==> src/rtl/voice_allocator.sv <==
// Polyphonic voice allocator: assigns note-on/off commands to NUM_VOICES NCO voices,
// steals the least-recently-allocated voice, and time-shares one tuning-code lookup.
module voice_allocator #(
    parameter int NUM_VOICES = 4
) (
    input  logic                      clk_i,
    input  logic                      rst_i,
    input  logic                      cmd_valid_i,
    output logic                      cmd_ready_o,
    input  logic                      cmd_note_on_i,
    input  logic [6:0]                cmd_note_i,
    input  logic [6:0]                cmd_velocity_i,
    output logic [6:0]                lut_note_o,
    input  logic [31:0]               lut_code_i,
    output logic [32*NUM_VOICES-1:0]  voice_code_o,
    output logic [NUM_VOICES-1:0]     voice_gate_o,
    output logic [7*NUM_VOICES-1:0]   voice_velocity_o
);
    localparam int IW = $clog2(NUM_VOICES);

    typedef enum logic [1:0] {IDLE, SEARCH, COMMIT} state_t;

    state_t              state_q, state_d;
    logic                cmd_on_q;
    logic [6:0]          cmd_note_q, cmd_vel_q;
    logic [IW-1:0]       target_q, target_d;
    logic [NUM_VOICES-1:0] gate_q;
    logic [6:0]          note_q [NUM_VOICES];
    logic [6:0]          vel_q  [NUM_VOICES];
    logic [31:0]         code_q [NUM_VOICES];
    logic [IW-1:0]       rank_q [NUM_VOICES];

    logic                accept;
    logic                hit_found, free_found;
    logic [IW-1:0]       hit_idx, free_idx, old_idx;

    always_ff @(posedge clk_i or posedge rst_i) begin
        if (rst_i) state_q <= IDLE;
        else       state_q <= state_d;
    end

    always_comb begin
        state_d     = state_q;
        cmd_ready_o = 1'b0;
        case (state_q)
            IDLE: begin
                cmd_ready_o = 1'b1;
                if (cmd_valid_i) state_d = SEARCH;
            end
            SEARCH:  state_d = COMMIT;
            COMMIT:  state_d = IDLE;
            default: state_d = IDLE;
        endcase
    end

    assign accept = cmd_valid_i && cmd_ready_o;

    // Descending scan so the lowest matching index wins.
    always_comb begin
        hit_found  = 1'b0;
        free_found = 1'b0;
        hit_idx    = '0;
        free_idx   = '0;
        old_idx    = '0;
        for (int v = NUM_VOICES-1; v >= 0; v--) begin
            if (gate_q[v] && note_q[v] == cmd_note_q) begin
                hit_found = 1'b1;
                hit_idx   = IW'(v);
            end
            if (!gate_q[v]) begin
                free_found = 1'b1;
                free_idx   = IW'(v);
            end
            if (rank_q[v] == IW'(NUM_VOICES-1)) old_idx = IW'(v);
        end
        target_d = hit_found ? hit_idx : (free_found ? free_idx : old_idx);
    end

    always_ff @(posedge clk_i or posedge rst_i) begin
        if (rst_i) begin
            cmd_on_q   <= 1'b0;
            cmd_note_q <= '0;
            cmd_vel_q  <= '0;
            target_q   <= '0;
        end else begin
            if (accept) begin
                cmd_on_q   <= cmd_note_on_i && (cmd_velocity_i != 7'd0);
                cmd_note_q <= cmd_note_i;
                cmd_vel_q  <= cmd_velocity_i;
            end
            if (state_q == SEARCH) target_q <= target_d;
        end
    end

    always_ff @(posedge clk_i or posedge rst_i) begin
        if (rst_i) begin
            gate_q <= '0;
            for (int v = 0; v < NUM_VOICES; v++) begin
                note_q[v] <= '0;
                vel_q[v]  <= '0;
                code_q[v] <= '0;
                rank_q[v] <= IW'(NUM_VOICES-1-v);
            end
        end else if (state_q == COMMIT) begin
            if (cmd_on_q) begin
                // Age every voice younger than the target; target becomes newest.
                for (int v = 0; v < NUM_VOICES; v++)
                    if (rank_q[v] < rank_q[target_q]) rank_q[v] <= rank_q[v] + 1'b1;
                rank_q[target_q] <= '0;
                code_q[target_q] <= lut_code_i;
                note_q[target_q] <= cmd_note_q;
                vel_q[target_q]  <= cmd_vel_q;
                gate_q[target_q] <= 1'b1;
            end else begin
                for (int v = 0; v < NUM_VOICES; v++)
                    if (gate_q[v] && note_q[v] == cmd_note_q) gate_q[v] <= 1'b0;
            end
        end
    end

    assign lut_note_o   = cmd_note_q;
    assign voice_gate_o = gate_q;

    always_comb begin
        voice_code_o     = '0;
        voice_velocity_o = '0;
        for (int v = 0; v < NUM_VOICES; v++) begin
            voice_code_o[32*v +: 32]    = code_q[v];
            voice_velocity_o[7*v +: 7]  = vel_q[v];
        end
    end
endmodule

==> config.mk <==
export PLATFORM = sky130hd
export DESIGN_NAME = voice_allocator
export DESIGN_NICKNAME = d
export VERILOG_FILES = /design/src/rtl/voice_allocator.sv
export SDC_FILE = /design/constraint.sdc
export NUM_CORES = 1
export LEC_CHECK = 0
export ABC_AREA = 1
export BUFFER_PORTS_ARGS = -buffer_cell sky130_fd_sc_hd__buf_2
export CAP_MARGIN = 5
export CORE_ASPECT_RATIO = 0.7
export CORE_MARGIN = 5
export CORE_UTILIZATION = 40
export CTS_CLUSTER_DIAMETER = 40
export CTS_CLUSTER_SIZE = 12
export DETAILED_ROUTE_END_ITERATION = 10
export GPL_TIMING_DRIVEN = 0
export PLACE_DENSITY = 0.74
export SLEW_MARGIN = 5
export SYNTH_ARGS = -nofsm -noshare
export SYNTH_HDL_FRONTEND = slang
export SYNTH_SLANG_ARGS = --single-unit
export TNS_END_PERCENT = 100
==> constraint.sdc <==
create_clock -name clk_i -period 7.09 [get_ports clk_i]
set_input_delay 0.3545 -clock clk_i [delete_from_list [all_inputs] [get_ports clk_i]]
set_output_delay 0.3545 -clock clk_i [all_outputs]
set_load 0.02 [all_outputs]
=== Word-level counts from Yosys, hierarchy flattened ===
Index checks and enable logic that the tools add are counted.

* Register bits after elaboration: 215
* Bits in latches: 0
* RAM bits: 0
* ROM bits: 0
* Input port bits: 50
* Output and inout port bits: 168
* Memories: 0

* $add $sub $neg: 4
* Multipliers: 0
* Divide/modulo/power cells: 0
* Magnitude comparators: 8
* Eq/ne operators: 11
* Shift-type cells: 0
* Muxes and demuxes: 56
* Bitwise gates (word level): 4
* Reduce and logical (&&, ||, !) cells: 19

{| class="wikitable"
|+ Operator list
! cell !! count
|-
| 128-bit bitwise mux || 1
|-
| 32-bit demux with 2-bit select || 1
|-
| 2-bit two-way mux || 30
|-
| 28-bit bitwise mux || 2
|-
| 32-bit two-way mux || 1
|-
| 7-bit == test || 4
|-
| 7-bit demux with 2-bit select || 1
|-
| 1-bit two-way mux || 14
|-
| 2-bit == test, second input constant || 5
|-
| 2-bit AND reduction || 5
|-
| 2-bit by 1-bit adder with 2-bit output, second input constant || 4
|-
| 8-bit bitwise AND || 1
|-
| 1-bit logical AND || 8
|-
| 2-bit less-than comparator || 4
|-
| 8-bit NOT || 1
|-
| 2-bit nonzero test || 4
|-
| 7-bit two-way mux || 1
|-
| 7-bit nonzero test || 1
|-
| 2-bit binary-select mux with 2-bit select || 1
|-
| 2-bit demux with 2-bit select || 1
|-
| 4-bit two-way mux || 1
|-
| 4-bit bitwise OR || 1
|-
| 2-bit one-hot mux with 2 select lines || 1
|-
| 3-bit >= comparator, second input constant || 1
|-
| 8 further kinds || 8
|}

=== Logic depth before layout (Yosys ltp) ===
Gate-level depths: netlist (run 1).

* Depth in word-level cells: 9
* Mapped depth: 13
* Mapped depth without buffers: 12

=== Least setup slack after synthesis (run 1) ===
OpenSTA, ideal clock, no wires.

* Kind: register to register
* From: register target_q[0]
* To: register rank_q[1] in the netlist's numbering
* Library setup time: 117 ps
* Data arrival time: 1,452 ps
* Required time: 6,973 ps
* Slack: 5,522 ps
* Stages on the path, launching flop included: 10
* Path buffers: 0
* Period minus slack after synthesis: 1,568 ps
* Path through: dfrtp_1 inv_1 nand2_1 o22ai_1 nor2_1 ha_1 nand2_1 nand2_1 nor2_1 nor2_1

* Longest elaborated chain between the ends: 9

{| class="wikitable"
|+ RTL lines
! item !! line !! text
|-
| start: declaration || 26 || <nowiki>logic [IW-1:0] target_q, target_d;</nowiki>
|-
| start signal: assignment || 91 || <nowiki>if (state_q == SEARCH) target_q <= target_d;</nowiki>
|-
| 2-bit NOT with 3-bit output (not written as such) * || 108, 109 ||
|-
| 2-bit binary-select mux with 2-bit select || 108 || <nowiki>if (rank_q[v] < rank_q[target_q]) rank_q[v] <= rank_q[v] + 1'b1;</nowiki>
|-
| 2-bit two-way mux (not written as such) (2 in a row) || 108 ||
|-
| 2-bit less-than comparator || 108 ||
|-
| 2-bit two-way mux || 108 ||
|-
| 2-bit two-way mux || 105 || <nowiki>if (cmd_on_q) begin</nowiki>
|-
| 2-bit two-way mux || 104 || <nowiki>end else if (state_q == COMMIT) begin</nowiki>
|-
| 8-bit bitwise AND (no line) * || n/a ||
|-
| end signal: indexed assignment || 102 || <nowiki>rank_q[v] <= IW'(NUM_VOICES-1-v);</nowiki>
|-
| end: declaration || 31 || <nowiki>logic [IW-1:0] rank_q [NUM_VOICES];</nowiki>
|}

Mark *: on every way between the ends. The rest lies on a longest branch, timed or not. The select of a mux whose other input is x is not followed.
A chain may end at the register's enable or synchronous reset.

=== Final worst setup path (run 1) ===
* From: register target_q[0]
* To: register rank_q[7] in the netlist's numbering

Same word-level chain as after synthesis.

==> flow_summary.toml, run 1 <==
[sta]
finalCritPeriodShare_pct = 25.5
fin_skew_ns = 0.0147
final.setup.tns_ns = 0
worst_pin_slew_ns = 0.714
relSlewSlack_pct = 52.0
hold_viol = 0
slew_violations = 0
max_freq_mhz = 553
fin_crit_ns = 1.81
setup_viol = 0
rsz0062_at_grt = "no"

[routing]
final_antenna_net_count = 0
viasPerCell = 4.97
wl_per_cell_um = 17.3
drc = 0
vias = 7523
drt_iter0_drc = 599
firstDrtPassIters = 5
routed_wl_um = 26200

[logic_synthesis]
yosys.cell_types.count = 33
synth_enable_flop_cells = 0
synth_top_family_by_area = "simple AND/OR/NAND/NOR gates"
ys_seq_area_share_pct = 61.0
yosys.area_share.xor_xnor_pct = 0.694
ys_ff_latch = 215
netlist_area_um2 = 8830
syn_nets = 1026
synth_flop_cell = "dfrtp_1"
synth_compound_area_share_pct = 12.1
synthCells = 968
ys_async_sr_fraction_pct = 100
synth-adder-area-share_pct = 1.13
yosys.area.top_type_share_pct = 59.8
synthMostInstantiatedCell = "nand2_1"
ys_top_cells_by_count = "nand2_1 (318), dfrtp_1 (211), o21ai_0 (106), inv_1 (101), o21ai_1 (83)"
yosys_warnings = 0
muxShareOfSynthArea_pct = 0
synth.area.top_cells = "dfrtp_1 (60%), nand2_1 (14%), o21ai_0 (6.0%), o21ai_1 (4.7%), inv_1 (4.3%)"
synth_area_leader_cell = "dfrtp_1"
yosys.area_share.simple_pct = 17.2
syn_avg_cell_area_um2 = 9.12

[floorplan]
core_area_um2 = 21700
rows = 45
dieArea_um2 = 25200
start_util_pct = 40.7
die-width_um = 188
die_h_um = 134
ioPinCount = 218

[clock_network]
cts_buffers = 24
clk_pin_slew_ns = 0.06
cts_sinks = 215
cts_tree = "yes"
cts_buffer_depth = 3
cts-root-buf = "clkbuf_16"
htree_levels = 1
cts_setup_buffers = 0
clk_latency_ns = 0.52

[grt]
gr-total-overflow = 0
grt_start_max_net_pins = 90
antenna_found_initial = 0
grtUsageTotal_pct = 20.4
grt_pass1_wl_um = 41600
grt_pass1_vias = 7483

[layout]
drive_gt1_share_pct = 25.3
nNetsFinal = 1272
area_delta_synth_final_pct = 26.3
diodes = 0
final_core_util_pct = 51.4
design_area_um2 = 11200

[power_and_ir_drop]
p_leak_nw = 5.91
powerDensity_nw_per_um2 = 463
cellInternalPower_w = 0.00313
power.net_switching_w = 0.00204
seqPwrFrac_pct = 39.3
irDropWorstVdd_mv = 0.273
clockPowerShare_pct = 24.7
power_frac_comb_pct = 36.0
swShare_pct = 39.5

[flow_run]
cap_violations = 0

[critical_path]
crit_path_end_kind = "register"
critPathMaxFanout = 7
start_kind = "register"
worstSetupPathType = "reg -> reg"
crit_arrival_ns = 2.26
reg2regPathDepth = 10
required_ns = 7.54

[placement]
dp_hpwl_um = 19200
place_area_um2 = 10300
port_buffers = 217
place_congestion = 0.860

[worst_hold_path]
holdPathStages = 3
worstHoldPathType = "in -> reg"

[outcome]
status = "complete, no violations"
[sequential cells by signal, summed over array words and instances, names as in the netlist]
name,count
voice_code_o,128
note_q,28
voice_velocity_o,28
rank_q,8
cmd_vel_q,7
lut_note_o,7
voice_gate_o,4
state_q,2
target_q,2
cmd_on_q,1
[cells in the final DEF (no fill, tap or decap), drive strengths merged, types with 6 or more instances in the layout]
master | netlist | layout
nand2 | 320 | 320
xnor2 | 7 | 7
nor2 | 43 | 43
nand3 | 6 | 6
buf | 41 | 260
inv | 106 | 108
nand4 | 6 | 6
o21ai | 193 | 193
clkbuf | 4 | 42
dfrtp | 211 | 211
ha | 8 | 8
[metal layers]
metal	global-route usage [%]	vias to the layer above	wire [µm]	share of wire [%]
li1	-	3540	-	-
met1	29.9	3651	12000	46
met2	30.3	301	11200	43
met3	6.06	31	2530	9.6
met4	4.28	0	488	1.9
met5	0	-	0	0
[worst max-delay path: stages (launching register included)]
cell and delay (ns):
dfrtp_1 0.45, inv_1 0.07, nand2_1 0.19, o22ai_1 0.10, nor2_1 0.28, ha_1 0.31, nand2_1 0.07, nand2_1 0.09
nand2_1 0.07, nand2_1 0.04, nor2_1 0.09
[per-stage QoR]
stage	setup WS (ns)	hold WS [ns]	power (W)	cells
after floorplan	0.863	0.453	0.00317	968
after global placement	-1.49	0.451	0.00385	1467
after detailed placement	5.29	0.381	0.00391	1469
after CTS	5.28	0.0337	0.00521	1514
after global routing	5.02	0.0455	0.00548	1514
final	5.28	0.0495	0.00517	1514
[area by class of cell]
type,instances,area (µm²)
Clock buffer,38,694
Tap cell,282,353
Fill cell,2015,10500
Multi-Input combinational cell,602,2750
Timing Repair Buffer,220,1150
Clock inverter,6,115
Buffer,45,300
Sequential cell,215,5390
Inverter,106,405
[power by group through the flow]
stage	clock, W	combinational, W	sequential [W]
after floorplan	0	0.000636	0.00253
after global placement	0	0.00182	0.00203
after detailed placement	0	0.00187	0.00203
after CTS	0.00130	0.00188	0.00203
after global routing	0.00135	0.00204	0.00209
final	0.00128	0.00186	0.00203
[logic make-up after synthesis]
logic type      Yosys count
simple gates            381
fa+ha+maj                 8
flops                   215
compound gates          206
buf+inv                 151
xor+xnor                  7
[worst paths after layout]
| kind | slack (ns) | from | end |
|---|---|---|---|
| worst max-delay path | 5.28 | target_q[0] | rank_q[7] |
| worst min register to register | 0.47 | voice_velocity_o[0] | voice_velocity_o[0] |
| min in group asynchronous | 0.39 | rst_i | voice_velocity_o[21] |
| max in group asynchronous | 5.91 | rst_i | voice_code_o[32] |
| worst min-delay path | 0.05 | cmd_note_i[4] | lut_note_o[4] |
| worst max register to register | 5.28 | target_q[0] | rank_q[7] |
[what timing repair did]
| action | in CTS | in global routing |
|---|---|---|
| hold endpoints to repair | 45 | 0 |
| hold buffers | 1 | 0 |
| resized for setup | 0 | 0 |
(Power assumes the default switching activity.)
==> run 2: changes to the inputs <==
--- a/config.mk
+++ b/config.mk
@@ -15,7 +15,7 @@
 export CTS_CLUSTER_SIZE = 12
 export DETAILED_ROUTE_END_ITERATION = 10
 export GPL_TIMING_DRIVEN = 0
-export PLACE_DENSITY = 0.74
+export PLACE_DENSITY = 0.76
 export SLEW_MARGIN = 5
 export SYNTH_ARGS = -nofsm -noshare
 export SYNTH_HDL_FRONTEND = slang
==> constraint.sdc (replaced) <==
create_clock -name clk_i -period 1.59 [get_ports clk_i]
set_input_delay 0.0795 -clock clk_i [delete_from_list [all_inputs] [get_ports clk_i]]
set_output_delay 0.0795 -clock clk_i [all_outputs]
set_load 0.02 [all_outputs]
==> flow_summary.toml, run 2 (same netlist as run 1, synthesis figures left out) <==
[clock_network]
cts_sinks = 215
htree_levels = 1
cts_buffer_depth = 3
cts_tree = "yes"
clk_latency_ns = 0.50
cts-root-buf = "clkbuf_16"
clk_pin_slew_ns = 0.06
cts_buffers = 25

[critical_path]
start_kind = "register"
critPathMaxFanout = 5
r2r-start = "target_q[0]"
reg2reg_to = "rank_q[7]"
critPathBufInv = 0
path_delay_family = "simple AND/OR/NAND/NOR gates"
cp_slowest_stage_delay_ns = 0.47
path_cells = "nand2_1 -> o22ai_4 -> nor2_4 -> ha_4 -> nand2_2 -> nand2_2 -> nand2_1 -> nand2_1 -> nor2_2"
path_common_cell = "nand2_1"
cp_slowest_cell = "dfrtp_2"
required_ns = 2.03
crit_path_end_kind = "register"
reg2regPathDepth = 9
worstSetupPathType = "reg -> reg"
reg2reg_slack_ns = -0.11
crit_arrival_ns = 2.14

[floorplan]
core_area_um2 = 21700
rows = 45
ioPinCount = 218
die-width_um = 188
die_h_um = 134
dieArea_um2 = 25200
start_util_pct = 40.7

[layout]
layout_commonest_cell = "nand2_1"
fillers = 1810
final_core_util_pct = 56.3
layout_common_cells = "nand2_1 (305), buf_2 (230), dfrtp_1 (209)"
area_delta_synth_final_pct = 38.2
diodes = 0
final_cells = 1584
drive_gt1_share_pct = 29.8
nNetsFinal = 1345
largest_reg_flops = 128

[power_and_ir_drop]
finalPower_w = 0.0236
p_leak_nw = 6.33
irDropWorstVdd_mv = 1.24
powerDensity_nw_per_um2 = 1930

[placement]
dp.cells = 1473
dp_hpwl_um = 19500
preCtsSetupSlack_ns = -0.246
place_congestion = 0.900
port_buffers = 217

[worst_hold_path]
worstHoldPathType = "in -> async"

[sta]
worst_pin_slew_ns = 0.766
hold_viol = 0
slew_violations = 0
fin_crit_ns = 1.70
rsz0062_at_grt = "yes"
max_freq_mhz = 587
relSlewSlack_pct = 48.5
setup_viol = 6
worst_slack_ns = -0.115
hold_ws_ns = 0.140
finalCritPeriodShare_pct = 107
fin_skew_ns = 0.0167

[routing]
drc = 0
wl_per_cell_um = 17.9
viasPerCell = 5.02
vias = 7945
drt_iter0_drc = 574
routed_wl_um = 28400
final_antenna_net_count = 0
firstDrtPassIters = 6

[grt]
grt_start_max_net_pins = 38
antenna_found_initial = 0
gr-total-overflow = 0
grtUsageTotal_pct = 21.5
grt_pass1_vias = 7925
grt_pass1_wl_um = 43800

[flow_run]
cap_violations = 0

[outcome]
status = "finished, violations left"
violations = "setup timing"
==> run 2: cell types whose count changed in the layout (fill, tap and decap cells not counted), moves of 9 or more <==
cell,before,now
nand2_1,318,305
buf_12,0,10
buf_4,3,18
nand2_2,1,12
dlygate4sd3_1,1,49
buf_2,241,230
nor2_1,38,29
o21ai_0,106,96
==> run 2: layout make-up <==
class | count | area, µm² | area share (%)
timing repair buffer | 292 | 1930 | 15.8
sequential | 215 | 5390 | 44.2
tap | 282 | 353 | 2.89
clock inverter | 8 | 106 | 0.872
multi-input combinational | 602 | 2930 | 24.0
clock buffer | 34 | 679 | 5.57
buffer | 45 | 395 | 3.24
inverter | 106 | 417 | 3.42
==> run 2: worst max path at each step <==
stage | cells past startpoint | from | slack (ns) | to
finish | 9 | target_q[0] | -0.11 | rank_q[7]
global route | 9 | target_q[0] | -0.22 | rank_q[7]
CTS | 10 | target_q[1] | -0.02 | rank_q[5]
detailed placement | 10 | target_q[0] | -0.25 | rank_q[3]
global placement | 2 | rst_i | -2.58 | voice_code_o[38]
floorplan | 1 | rst_i | -1.28 | cmd_on_q
==> run 2: where the power goes <==
part           switching (W)  internal [W]
combinational        0.00582       0.00312
sequential           0.00140       0.00771
clock                0.00221       0.00333
==> run 2: metal layers <==
| layer | wire (µm) | up-vias | track usage, % |
|---|---|---|---|
| met2 | 12600 | 334 | 33.4 |
| met3 | 2500 | 40 | 5.57 |
| met1 | 12800 | 3870 | 30.9 |
| li1 | - | 3701 | - |
| met4 | 517 | 0 | 4.16 |
| met5 | 0 | - | 0 |
==> run 2: stage by stage <==
step / setup TNS, ns / area, µm²
after floorplan: -273.26 / 8830
after detailed placement: -3.74 / 10400
after global placement: -546.02 / 10300
after global routing: -1.64 / 12200
after CTS: -0.0158 / 11800
final: -0.340 / 12200
==> run 2: timing repair <==
item	4_1_cts	5_1_grt
buffers inserted	6	11
cloned	0	4
pin swaps	6	15
endpoints found under the setup margin	84	92
hold buffers	49	0
endpoints found under the hold margin	217	0
gates resized for setup	19	86
==> run 2: worst min-delay path, stage by stage <==
cell and delay [ns]:
dlygate4sd3_1 0.53, buf_2 0.14, clkinvlp_4 0.31
